**src/rtl/multdiv_unit.sv**
```systemverilog
// multdiv_unit: multicycle signed multiply / divide for the execute stage.
// Multiply is radix-2 Booth, divide is restoring division on magnitudes with
// a sign fix-up at the end. Both take WIDTH iterations, so every operation
// completes WIDTH+1 cycles after its start edge. Results and exception are
// registered and only change when an operation completes.
module multdiv_unit #(
    parameter int WIDTH = 32
) (
    input  logic             clock,
    input  logic             reset,
    input  logic             ctrl_MULT,
    input  logic             ctrl_DIV,
    input  logic [WIDTH-1:0] data_operandA,
    input  logic [WIDTH-1:0] data_operandB,
    output logic [WIDTH-1:0] data_result,
    output logic             data_exception,
    output logic             data_resultRDY,
    output logic             busy
);
    localparam int            CW   = $clog2(WIDTH + 1);
    localparam int            AW   = 2 * WIDTH + 2;
    localparam logic [CW-1:0] LAST = CW'(WIDTH);

    typedef enum logic [1:0] {IDLE, MULT, DIV, DONE} state_t;

    state_t           state;
    logic [CW-1:0]    count;

    // Booth accumulator: {guard, high partial (WIDTH), multiplier (WIDTH), q-1}.
    // The guard bit keeps the most-negative multiplicand from overflowing the
    // high half when it is subtracted.
    logic [AW-1:0]    acc;
    logic [WIDTH-1:0] mcand;

    // Restoring divider: quo starts as |dividend| and fills with quotient bits.
    logic [WIDTH-1:0] dvsr;
    logic [WIDTH-1:0] quo;
    logic [WIDTH-1:0] rem;
    logic             neg_q;
    logic             div_zero;
    logic             div_ovf;

    logic             start;
    logic [WIDTH-1:0] mag_a;
    logic [WIDTH-1:0] mag_b;

    assign start = ctrl_MULT | ctrl_DIV;
    assign mag_a = data_operandA[WIDTH-1] ? -data_operandA : data_operandA;
    assign mag_b = data_operandB[WIDTH-1] ? -data_operandB : data_operandB;

    // One Booth step: add/subtract the multiplicand per the low bit pair,
    // then shift the whole accumulator right arithmetically.
    logic [WIDTH:0]   booth_hi;
    logic [WIDTH:0]   booth_sum;
    logic [WIDTH:0]   mcand_ext;
    logic [AW-1:0]    acc_step;
    always_comb begin
        booth_hi  = acc[AW-1:WIDTH+1];
        mcand_ext = {mcand[WIDTH-1], mcand};
        booth_sum = booth_hi;
        case (acc[1:0])
            2'b01:   booth_sum = booth_hi + mcand_ext;
            2'b10:   booth_sum = booth_hi - mcand_ext;
            default: booth_sum = booth_hi;
        endcase
        acc_step = {booth_sum[WIDTH], booth_sum, acc[WIDTH:1]};
    end

    // One restoring-division step: shift in the next dividend bit, keep the
    // trial difference only when it did not go negative.
    logic [WIDTH:0]   rem_sh;
    logic [WIDTH:0]   rem_diff;
    logic [WIDTH-1:0] rem_step;
    logic [WIDTH-1:0] quo_step;
    always_comb begin
        rem_sh   = {rem, quo[WIDTH-1]};
        rem_diff = rem_sh - {1'b0, dvsr};
        rem_step = rem_diff[WIDTH] ? rem_sh[WIDTH-1:0] : rem_diff[WIDTH-1:0];
        quo_step = {quo[WIDTH-2:0], ~rem_diff[WIDTH]};
    end

    // Final result formatting for both operations.
    logic [2*WIDTH-1:0] prod;
    logic [WIDTH:0]     prod_top;
    logic               mul_exc;
    logic [WIDTH-1:0]   div_res;
    always_comb begin
        prod     = acc[2*WIDTH:1];
        prod_top = prod[2*WIDTH-1:WIDTH-1];
        mul_exc  = !((&prod_top) | ~(|prod_top));
        div_res  = div_zero ? '0 : (neg_q ? -quo : quo);
    end

    // Control FSM plus datapath registers; a start in any state (re)launches.
    always_ff @(posedge clock or negedge reset) begin
        if (!reset) begin
            state          <= IDLE;
            count          <= '0;
            acc            <= '0;
            mcand          <= '0;
            dvsr           <= '0;
            quo            <= '0;
            rem            <= '0;
            neg_q          <= 1'b0;
            div_zero       <= 1'b0;
            div_ovf        <= 1'b0;
            data_result    <= '0;
            data_exception <= 1'b0;
            data_resultRDY <= 1'b0;
            busy           <= 1'b0;
        end else begin
            data_resultRDY <= 1'b0;
            if (start) begin
                state    <= ctrl_MULT ? MULT : DIV;
                count    <= '0;
                busy     <= 1'b1;
                mcand    <= data_operandA;
                acc      <= {{(WIDTH+1){1'b0}}, data_operandB, 1'b0};
                dvsr     <= mag_b;
                quo      <= mag_a;
                rem      <= '0;
                neg_q    <= data_operandA[WIDTH-1] ^ data_operandB[WIDTH-1];
                div_zero <= (data_operandB == '0);
                div_ovf  <= (data_operandA == {1'b1, {(WIDTH-1){1'b0}}}) && (&data_operandB);
            end else begin
                case (state)
                    MULT: begin
                        if (count == LAST) begin
                            state          <= DONE;
                            busy           <= 1'b0;
                            data_resultRDY <= 1'b1;
                            data_result    <= prod[WIDTH-1:0];
                            data_exception <= mul_exc;
                        end else begin
                            acc   <= acc_step;
                            count <= count + CW'(1);
                        end
                    end
                    DIV: begin
                        if (count == LAST) begin
                            state          <= DONE;
                            busy           <= 1'b0;
                            data_resultRDY <= 1'b1;
                            data_result    <= div_res;
                            data_exception <= div_zero | div_ovf;
                        end else begin
                            rem   <= rem_step;
                            quo   <= quo_step;
                            count <= count + CW'(1);
                        end
                    end
                    DONE:    state <= IDLE;
                    default: state <= IDLE;
                endcase
            end
        end
    end
endmodule

```
**config.mk**
```make
export PLATFORM = sky130hd
export DESIGN_NAME = multdiv_unit
export DESIGN_NICKNAME = d
export VERILOG_FILES = /design/src/rtl/multdiv_unit.sv
export SDC_FILE = /design/constraint.sdc
export NUM_CORES = 1
export LEC_CHECK = 0
export CORE_MARGIN = 4
export CORE_UTILIZATION = 61
export CTS_CLUSTER_DIAMETER = 80
export DETAILED_ROUTE_END_ITERATION = 12
export PLACE_DENSITY = 0.86
export SLEW_MARGIN = 20
export SYNTH_ARGS = -nofsm -noshare
export SYNTH_HDL_FRONTEND = slang
export SYNTH_SLANG_ARGS = --single-unit
```
**constraint.sdc**
```tcl
create_clock -name clock -period 5 [get_ports clock]
set_input_delay 0.5 -clock clock [delete_from_list [all_inputs] [get_ports clock]]
set_output_delay 0.5 -clock clock [all_outputs]
set_load 0.03 [all_outputs]
```
### After elaboration in Yosys (flattened, before gate mapping)

Cells that the tools add are included.

| cells by class | value |
|---|---|
| multiplexer cells | 34 |
| bitwise logic cells | 7 |
| magnitude comparators | 0 |
| shift-type cells | 0 |
| divide/modulo/power cells | 0 |
| multipliers | 0 |
| add/sub/neg operators | 7 |
| equal/unequal tests | 10 |
| reductions and logical operators | 17 |

Operator list:

| operator | count |
|---|---|
| 32-bit two-way mux | 13 |
| 66-bit two-way mux | 3 |
| 32-bit negator | 3 |
| 33-bit case mux with 2 select lines | 1 |
| 32-bit case mux with 2 select lines | 1 |
| 33-bit adder | 1 |
| 33-bit AND reduction | 1 |
| 33-bit OR reduction | 1 |
| 33-bit by 32-bit subtractor with 33-bit output | 1 |
| 33-bit subtractor | 1 |
| 32-bit equality test, second input constant | 1 |
| 32-bit zero test | 1 |
| 32-bit AND reduction | 1 |
| 6-bit two-way mux | 3 |
| 2-bit nonzero test | 5 |
| 1-bit two-way mux | 8 |
| 2-bit two-way mux | 4 |
| 2-bit AND reduction | 4 |
| 6-bit by 1-bit adder with 6-bit output, second input constant | 1 |
| 6-bit equality test, second input constant | 1 |
| 2-bit != test, second input constant | 3 |
| 2-bit by 1-bit equality test with 1-bit output, second input constant | 2 |
| 2-bit equality test, second input constant | 2 |
| 4-bit AND reduction | 1 |
| 8 further kinds | 12 |

| storage, ports and cells | value |
|---|---|
| latch bits | 0 |
| bits in read-only memories | 0 |
| register bits after elaboration | 240 |
| RAM bits | 0 |
| output and inout bits | 35 |
| input bits | 68 |
| memories kept | 0 |
| word-level logic and storage cells | 89 |

### Logic depth before layout (Yosys ltp)

Gate-level depths: netlist (run 1).

| depth | value |
|---|---|
| depth after elaboration | 6 |
| mapped depth | 19 |
| depth with buffers taken out | 18 |

### Least setup slack after synthesis (run 1)

No wires, ideal clock.

| path | value |
|---|---|
| path type | register to register |
| from | register acc[0] |
| to | register acc[61] |
| arrival | 3.848 ns |
| required time | 4.935 ns |
| cell stages (with the launch flop) | 18 |
| clock period less this slack | 3.913 ns |
| setup time | 0.065 ns |
| slack | 1.087 ns |
| path through | dfrtp_1 -> inv_1 -> ha_1 -> clkbuf_1 -> clkbuf_1 -> nor2_1 -> xnor2_1 -> ha_1 -> clkbuf_1 -> a21o_1 -> a21o_1 -> a21oi_1 -> a31oi_1 -> a221o_1 -> and3_1 -> a211o_1 -> a2111oi_0 -> o221a_2 |

| between the ends | value |
|---|---|
| cells in the longest elaborated chain, start to end | 5 |

RTL lines:

| element | line | source |
|---|---|---|
| start, declared | 32 | `logic [AW-1:0] acc;` |
| start signal, assigned | 118 | `acc <= {{(WIDTH+1){1'b0}}, data_operandB, 1'b0};` |
| start signal, assigned | 135 | `acc <= acc_step;` |
| 2-bit equality test / 2-bit by 1-bit equality test with 1-bit output (equally long branches) | 61 | `case (acc[1:0])` |
| 33-bit case mux with 2 select lines (*) | 61 |  |
| 66-bit two-way mux (*) | 128 | `if (count == LAST) begin` |
| 66-bit two-way mux (*) | 126 | `case (state)` |
| 66-bit two-way mux (*) | 113 | `if (start) begin` |

Mark *: on every way between the ends. The rest lies on a longest branch, timed or not. The select of a mux whose other input is x is not followed.
A chain may end at the register's enable or synchronous reset.

### Final worst setup path (run 1)

| path | value |
|---|---|
| from | register mcand[0] |
| to | register acc[61] |

| between the ends | value |
|---|---|
| cells in the longest elaborated chain, start to end | 5 |

RTL lines:

| element | line | source |
|---|---|---|
| start, declared | 33 | `logic [WIDTH-1:0] mcand;` |
| start signal, assigned | 117 | `mcand <= data_operandA;` |
| 33-bit subtractor / 33-bit adder (equally long branches) | 63, 62 |  |
| 33-bit case mux with 2 select lines (*) | 61 |  |
| 66-bit two-way mux (*) | 128 |  |
| 66-bit two-way mux (*) | 126 |  |
| 66-bit two-way mux (*) | 113 |  |

Marked as above.

==> impl_results.md, run 1 <==
- First-pass GRT wire length: a little under 80000 µm
- Power Internal: 0.00415 W
- Switching Share: between 30% and 40%
- Initial core utilization: 62.1%
- DP Wirelength: about 35000 µm
- ANT cells: 0
- RSZ-0062 raised after global routing: false
- Vias in the first global route: 15400
- DR vias/cell: about 6.4
- Clock Pin Slew Worst Setup and Hold Paths: 60 ps
- Area share of the largest cell type after synthesis: 35.6%
- LEAKAGE: about 8.5 nW
- Slew Limit Fails: 0
- Hold Path Depth: 2
- Synth area leader: dfrtp_1
- Slowest cell on the critical path: nor4_1
- Die Footprint: 30200 µm²
- Hold Path Origin: dvsr[24]
- FF-to-FF setup slack: 540 ps
- Die X: roughly 170 µm
- Pin count of the biggest net entering global routing: between 100 and 150
- Critical path type: reg -> reg
- Reg2reg path depth: 15
- Antenna violations before repair: 0
- Worst skew pair latency: about 560 ps
- Max_slew headroom: slightly below 30%
- Post-CTS Setup Bufs: 0
- Worst Path Arrival: 4950 ps
- Clk_skew: 19.8 ps
- Max Freq: 0.224 GHz
- CP most frequent cell: ha_1
- CP Cell Sequence: inv_1, ha_1, nor2b_1, nand4_1, nor4_1, a21oi_1, xnor2_1, ha_1, nand3_1, nand2_1, a221o_1, and3_1, a211o_1, a2111oi_0, o221a_2
- Power share of the sequential group: 37.7%
- Nets: approximately 2300
- Remaining Overflow, GRT: 0
- Setup crit start kind: register
- Comb power frac: 30.7%
- CTS tree: done
- Antenna-violating nets left: 0
- # rows: 60
- Worst VDD drop: 0.237 mV
- PD cells: 339 nW/µm²
- Finished Cell Area: 18900 µm²
- CP max stage delay: 670 ps
- WL/cell: roughly 19 µm
- Core footprint: 27000 µm²
- Reg2reg end: acc[61]
- Main synth FF type: dfrtp_1
- Setup TNS: 0 ps
- Placed inst area: 18000 µm²
- Final Cycle Share: 89.2%
- Quantity of gates resized following cts: 0
- Tmin final: 4460 ps
- Top-count cell post-synth: nand2_1
- Worst r2r src: mcand[0]
- Vias: 16000
- I/O pin total: 103
- H-Tree Level Count: 1
- Longest Clk Path Bufs: 3
- CP max FO: 5
- Post-route setup slack: approximately 540 ps
- Initial DRC Count: 1762
- Area taken by multi-input logic gates: around 10000 µm²
- TritonCTS Buffers: 27
- Synth Cell Area: 16800 µm²
- Top post-synthesis cells by area: dfrtp_1 (36%), nand2_1 (8.6%), xnor2_1 (5.9%), ha_1 (5.5%), o21ai_0 (5.3%)
- Total power draw: 0.00641 W
- # port buffers: 102
- Post-synthesis async set-or-reset flop share: 100%
- Gr usage total: 31.1%
- Final setup vio count: 0
- Number of max-cap violations: 0
- Post-Place Worst Slack: 629 ps
- Critical Path Sink Type: register
- Syn_area_per_cell: around 8 µm²
- Worst Path Required: 5490 ps
- Worst-Margin Slew: 1060 ps
- Share of layout cells above drive strength 1: under 10%
- Synth cell count leaders: nand2_1 (384), dfrtp_1 (239), o21ai_0 (177), nor2_1 (174), a21oi_1 (133)
- GPL Wtd Cong: 0.949
- Router iterations before antenna repair: 6
- Hold Path End: dvsr[24]
- Yosys warns: 0
- Hold Fails Final Rpt: 0
- Cell variety after synth: between 60 and 70
- Yosys reg bits: 239
- Root Driver: clkbuf_16
- Die Height: 174 µm
- Net switching power: 0.00225 W
- Clk sink count: about 240
- Gate count of the mapped netlist: 2104
- Routed WL: 47900 µm
- Status: finished clean
- P&R area growth vs syn: 12.5%
- Clock share of power: a little under a third
- Hold Path Class: reg -> reg
- Sequential Area: between 5000 and 6000 µm²
- Syn nets: 2248
- Sequential area share after synthesis: 35.6%
- Number of synthesized flops with an enable pin: 0
- Fillers: 2119
- Post-route DRC: 0
## state kept, by name, indices dropped and copies added (netlist names)
| signal | cells |
|---|---|
| dvsr | 32 |
| count | 6 |
| data_exception | 1 |
| mcand | 32 |
| rem | 32 |
| busy | 1 |
| div_ovf | 1 |
| state | 2 |
| div_zero | 1 |
| acc | 65 |
| data_result | 32 |
| neg_q | 1 |
| quo | 32 |
| data_resultRDY | 1 |
## area by class of cell
type | instances | share of cell area, %
multi-input cells | 1670 | 53.5
inverters | 74 | 1.47
flip-flops and latches | 239 | 31.7
clock inverters | 11 | 0.729
well taps | 341 | 2.26
repair buffers | 122 | 6.31
clock buffers | 38 | 4.01
## logic make-up after synthesis
logic type	after synthesis	share of synthesized area (%)
simple gates	800	21.6
flops	239	35.6
compound gates	583	21.4
xor+xnor	176	9.18
mux	35	2.09
buf+inv	195	4.40
fa+ha+maj	76	5.75
## critical path, delay by kind of cell (launching register included)
family,cells,cell delay [ps]
AOI/OAI and AO/OA,5,1640
xor gates and xnor gates,1,160
adders and majority gates,2,530
buffers and inverters,1,100
DFF,1,410
and+or+nand+nor,6,1550
## cell usage in the layout (no fill, tap or decap), types with 7 or more instances in the layout
| cell type | n |
|---|---|
| a21o_1 | 36 |
| or4_1 | 19 |
| or3_1 | 23 |
| clkbuf_1 | 7 |
| clkdlybuf4s50_1 | 101 |
| nand2_1 | 384 |
| nor4_1 | 25 |
| a22oi_1 | 16 |
| buf_4 | 18 |
| o211a_1 | 8 |
| xor2_1 | 61 |
| nand3_1 | 31 |
| a211oi_1 | 16 |
| nor3_1 | 34 |
| dfrtp_1 | 239 |
| and3_1 | 10 |
| nand2b_1 | 19 |
| o21bai_1 | 7 |
| o21a_1 | 7 |
| inv_1 | 73 |
| a21oi_1 | 133 |
| nand4_1 | 30 |
| xnor2_1 | 114 |
| clkbuf_16 | 27 |
| nor2_1 | 172 |
| o31ai_1 | 30 |
| nand3b_1 | 11 |
| nor2b_1 | 9 |
| o21ai_0 | 177 |
| o211ai_1 | 27 |
| ha_1 | 74 |
| mux2i_1 | 34 |
| a31oi_1 | 79 |
| o41ai_1 | 12 |
## power by group through the flow
| stage | Combinational, W | Sequential [W] | Clock (W) |
|---|---|---|---|
| global route | 0.00216 | 0.00244 | 0.00214 |
| global placement | 0.00189 | 0.00243 | 0 |
| floorplan | 0.00113 | 0.00255 | 0 |
| detailed placement | 0.00193 | 0.00244 | 0 |
| finish | 0.00196 | 0.00241 | 0.00203 |
| CTS | 0.00195 | 0.00240 | 0.00204 |
## worst max-delay path by stage
| stage | start | slack (ps) | end | cells past startpoint |
|---|---|---|---|---|
| final | mcand[0] | 540 | acc[61] | 15 |
| after CTS | mcand[0] | 590 | acc[61] | 15 |
| after detailed placement | mcand[3] | 630 | acc[61] | 13 |
| after global routing | mcand[0] | 180 | acc[61] | 15 |
| after global placement | mcand[0] | 860 | acc[61] | 15 |
| after floorplan | acc[0] | 1090 | acc[61] | 17 |
## layer usage
metal  GRT usage, %  up-vias  wire length (µm)
li1               -     7530                 -
met2           51.6      730             22800
met3           3.89      121              3520
met5              0        -                 0
met1           42.5     7604             20200
met4           10.3        0              1490
## timing repair
| action | CTS | global route |
|---|---|---|
| hold endpoints to repair | 70 | 0 |
| hold buffers | 1 | 0 |
| endpoints found under the setup margin | 0 | 0 |
## metrics by stage
step,hold WS (ps),cells,util (%)
2_1_floorplan,204,2104,-
3_3_place_gp,462,2445,66.5
3_5_place_dp,471,2445,66.5
4_1_cts,483,2495,69.9
5_1_grt,508,2495,69.9
6_report,479,2495,69.9
Power figures use the tool's default switching activity.
==> run 2: changes to the inputs <==
==> constraint.sdc (replaced) <==
create_clock -name clock -period 4.5 [get_ports clock]
set_input_delay 0.45 -clock clock [delete_from_list [all_inputs] [get_ports clock]]
set_output_delay 0.45 -clock clock [all_outputs]
set_load 0.03 [all_outputs]
==> run 2 against run 1 <==
Against the previous run: core utilization is 0.54 points higher; wire length is 0.62% lower; first-iteration DRC count is 9.4% lower; count of clock-buffer cells in the layout is 3 lower; register-to-register slack worse by 300 ps; maximum frequency is 4.8% higher; global-route usage is 0.60 points lower; worst setup slack worse by 300 ps; die area stayed put; hold slack worse by 0.87 ps; clock power is 15% higher; critical path type unchanged.
==> impl_results.md, run 2 (same netlist as run 1, synthesis figures left out) <==
- Status: finished clean (unchanged)
- Final setup vio count: 0 (unchanged)
- Largest reg by FF count: acc (unchanged)
- Reg2reg path depth: 17 (was 15)
- Total power draw: 0.00720 W (was 0.00641 W)
- Finished Cell Area: 19000 µm² (was 18900 µm²)
- Nets: 2283 (was 2278)
- FF-to-FF setup slack: 240 ps (was 540 ps)
- CP Cell Sequence: inv_1, ha_1, nor2b_1, nand4_1, nor2_1, nor2_1, xnor2_1, ha_1, a21o_1, a21o_1, a21oi_1, a31oi_1, a221o_1, and3_1, a211o_1, a2111oi_1, o221a_2 (was inv_1, ha_1, nor2b_1, nand4_1, nor4_1, a21oi_1, xnor2_1, ha_1, nand3_1, nand2_1, a221o_1, and3_1, a211o_1, a2111oi_0, o221a_2)
- Share of layout cells above drive strength 1: 4.54% (was 3.99%)
- Hold Path Depth: 2 (unchanged)
- Final Cycle Share: 94.6% (was 89.2%)
- TritonCTS Buffers: 27 (unchanged)
- Number of max-cap violations: 0 (unchanged)
- GR Util met1: 42.0% (was 42.5%)
- Placed inst area: 18100 µm² (was 18000 µm²)
- Gr usage total: 30.5% (was 31.1%)
- Die Height: 174 µm (unchanged)
- P&R area growth vs syn: 13.3% (was 12.5%)
- Core footprint: 27000 µm² (unchanged)
- Termination of the worst setup path: acc[61] (unchanged)
- Routed WL: 47600 µm (was 47900 µm)
- Fillers: 2093 (was 2119)
- Clk sink count: 239 (unchanged)
- I/O pin total: 103 (unchanged)
- Clk_skew: 13.6 ps (was 19.8 ps)
- Crit path max-delay family: compound AO/OA/AOI/OAI gates (unchanged)
- Most Used Layer, Global Route: met2 (unchanged)
- Die Footprint: 30200 µm² (unchanged)
- Antenna violations before repair: 1 (was 0)
- Max_slew headroom: 33.9% (was 29.5%)
- Worst VDD drop: 0.253 mV (was 0.237 mV)
- WL/cell: 19.1 µm (was 19.2 µm)
- Slowest cell on the critical path: a221o_1 (was nor4_1)
- Remaining Overflow, GRT: 0 (unchanged)
- Most frequent cells in the layout: nand2_1 (384), dfrtp_1 (239), o21ai_0 (176), nor2_1 (172), a21oi_1 (132) (was nand2_1 (384), dfrtp_1 (239), o21ai_0 (177), nor2_1 (172), a21oi_1 (133))
- CP max stage delay: 430 ps (was 670 ps)
- DR vias/cell: 6.44 (was 6.41)
- Most common cell after layout, fill and taps aside: nand2_1 (unchanged)
- Critical path depth: 17 (was 15)
- Worst Path Arrival: 4740 ps (was 4950 ps)
- Initial core utilization: 62.1% (unchanged)
- Tmin final: 4260 ps (was 4460 ps)
- Worst r2r src: mcand[0] (unchanged)
- Critical Path Sink Type: register (unchanged)
- # port buffers: 102 (unchanged)
- Critical path type: reg -> reg (unchanged)
- # rows: 60 (unchanged)
- Met3 Use GR: 3.78% (was 3.89%)
- Pin count of the biggest net entering global routing: 97 (was 110)
- CP max FO: 7 (was 5)
- LEAKAGE: 8.52 nW (was 8.48 nW)
- GPL Wtd Cong: 0.983 (was 0.949)
- Clock Pin Slew Worst Setup and Hold Paths: 60 ps (about the same)
- Antenna-violating nets left: 0 (unchanged)
- Setup TNS: 0 ps (unchanged)
- Router iterations before antenna repair: 6 (unchanged)
- First-pass GRT wire length: 77500 µm (was 78800 µm)
- Initial DRC Count: 1596 (was 1762)
- Die X: 174 µm (unchanged)
- Setup crit start kind: register (unchanged)
- Vias: 16100 (was 16000)
- Reg2reg end: acc[61] (unchanged)
- Max Freq: 0.235 GHz (was 0.224 GHz)
- Slew Limit Fails: 0 (unchanged)
- H-Tree Level Count: 1 (unchanged)
- CTS tree: done (unchanged)
- Root Driver: clkbuf_16 (unchanged)
- Post-route DRC: 0 (unchanged)
- Critical path launch point: mcand[0] (unchanged)
- Largest register FFs: 65 (unchanged)
- Hold Fails Final Rpt: 0 (unchanged)
- Vias in the first global route: 15300 (was 15400)
- Post-CTS Setup Bufs: 0 (unchanged)
- Worst-Margin Slew: 991 ps (was 1060 ps)
- Critical path buffers and inverters: 1 (unchanged)
- Worst skew pair latency: 550 ps (was 560 ps)
- DP Wirelength: 34100 µm (was 34500 µm)
- PD cells: 378 nW/µm² (was 339 nW/µm²)
- Hold Path Class: reg -> reg (unchanged)
- Longest Clk Path Bufs: 3 (unchanged)
- GR Layer Usage met2: 50.0% (was 51.6%)
- Worst Path Required: 4990 ps (was 5490 ps)
[run 2: cell count changes in the layout (fill, tap and decap cells not counted), moves of 2 or more]
cell        change
clkinvlp_4      +4
nor3_1          -2
nor3_2          +2
clkbuf_1        -3
clkinv_2        -3
buf_12          +4
[run 2: worst min path at each step]
stage	slack, ps	endpoint	startpoint
5_1_grt	490	dvsr[13]	dvsr[13]
2_1_floorplan	150	acc[0]	reset
3_3_place_gp	460	dvsr[21]	dvsr[21]
4_1_cts	490	dvsr[24]	dvsr[24]
6_report	480	dvsr[24]	dvsr[24]
3_5_place_dp	470	data_result[3]	data_result[3]
[run 2: timing repair]
| item | in CTS | in global routing |
|---|---|---|
| hold buffers | 1 | 0 |
| setup endpoints to repair | 0 | 2 |
| resized for setup | 0 | 7 |
| hold endpoints to repair | 60 | 0 |
[run 2: report_power, final]
group / total, W / leakage [nW] / internal, W / switching (W)
Sequential: 0.00268 / 2.97 / 0.00241 / 0.000272
Clock: 0.00234 / 0.444 / 0.00140 / 0.000939
Combinational: 0.00219 / 5.11 / 0.000873 / 0.00131
Total: 0.00720 / 8.52 / 0.00468 / 0.00252
[run 2: layout make-up]
| class | count | area, µm² | area share, % |
|---|---|---|---|
| Inverter | 74 | 278 | 1.46 |
| Tap cell | 341 | 427 | 2.24 |
| Multi-Input combinational cell | 1670 | 10100 | 53.3 |
| Sequential cell | 239 | 5980 | 31.4 |
| Clock inverter | 13 | 183 | 0.960 |
| Clock buffer | 35 | 746 | 3.92 |
| Antenna cell | 1 | 2.50 | 0.0132 |
| Timing Repair Buffer | 127 | 1280 | 6.72 |
[run 2: through the flow]
stage / util (%) / cells / setup slack (ps) / hold WS (ps)
4_1_cts: 70.3 / 2499 / 60.3 / 485
3_3_place_gp: 66.8 / 2450 / 324 / 463
6_report: 70.4 / 2500 / 244 / 478
3_5_place_dp: 66.8 / 2450 / 100 / 470
2_1_floorplan: - / 2104 / 587 / 154
5_1_grt: 70.4 / 2499 / -21.0 / 490
[run 2: per-layer routing]
| layer | up-vias | routed length (µm) |
|---|---|---|
| met1 | 7733 | 20400 |
| li1 | 7541 | - |
| met5 | - | 0 |
| met4 | 0 | 1660 |
| met2 | 699 | 22200 |
| met3 | 119 | 3360 |
[run 2: worst min-delay path, stage by stage (launching register included)]
cell and delay [ps]:
dfrtp_1 340, nand2_1 50, o21ai_0 60
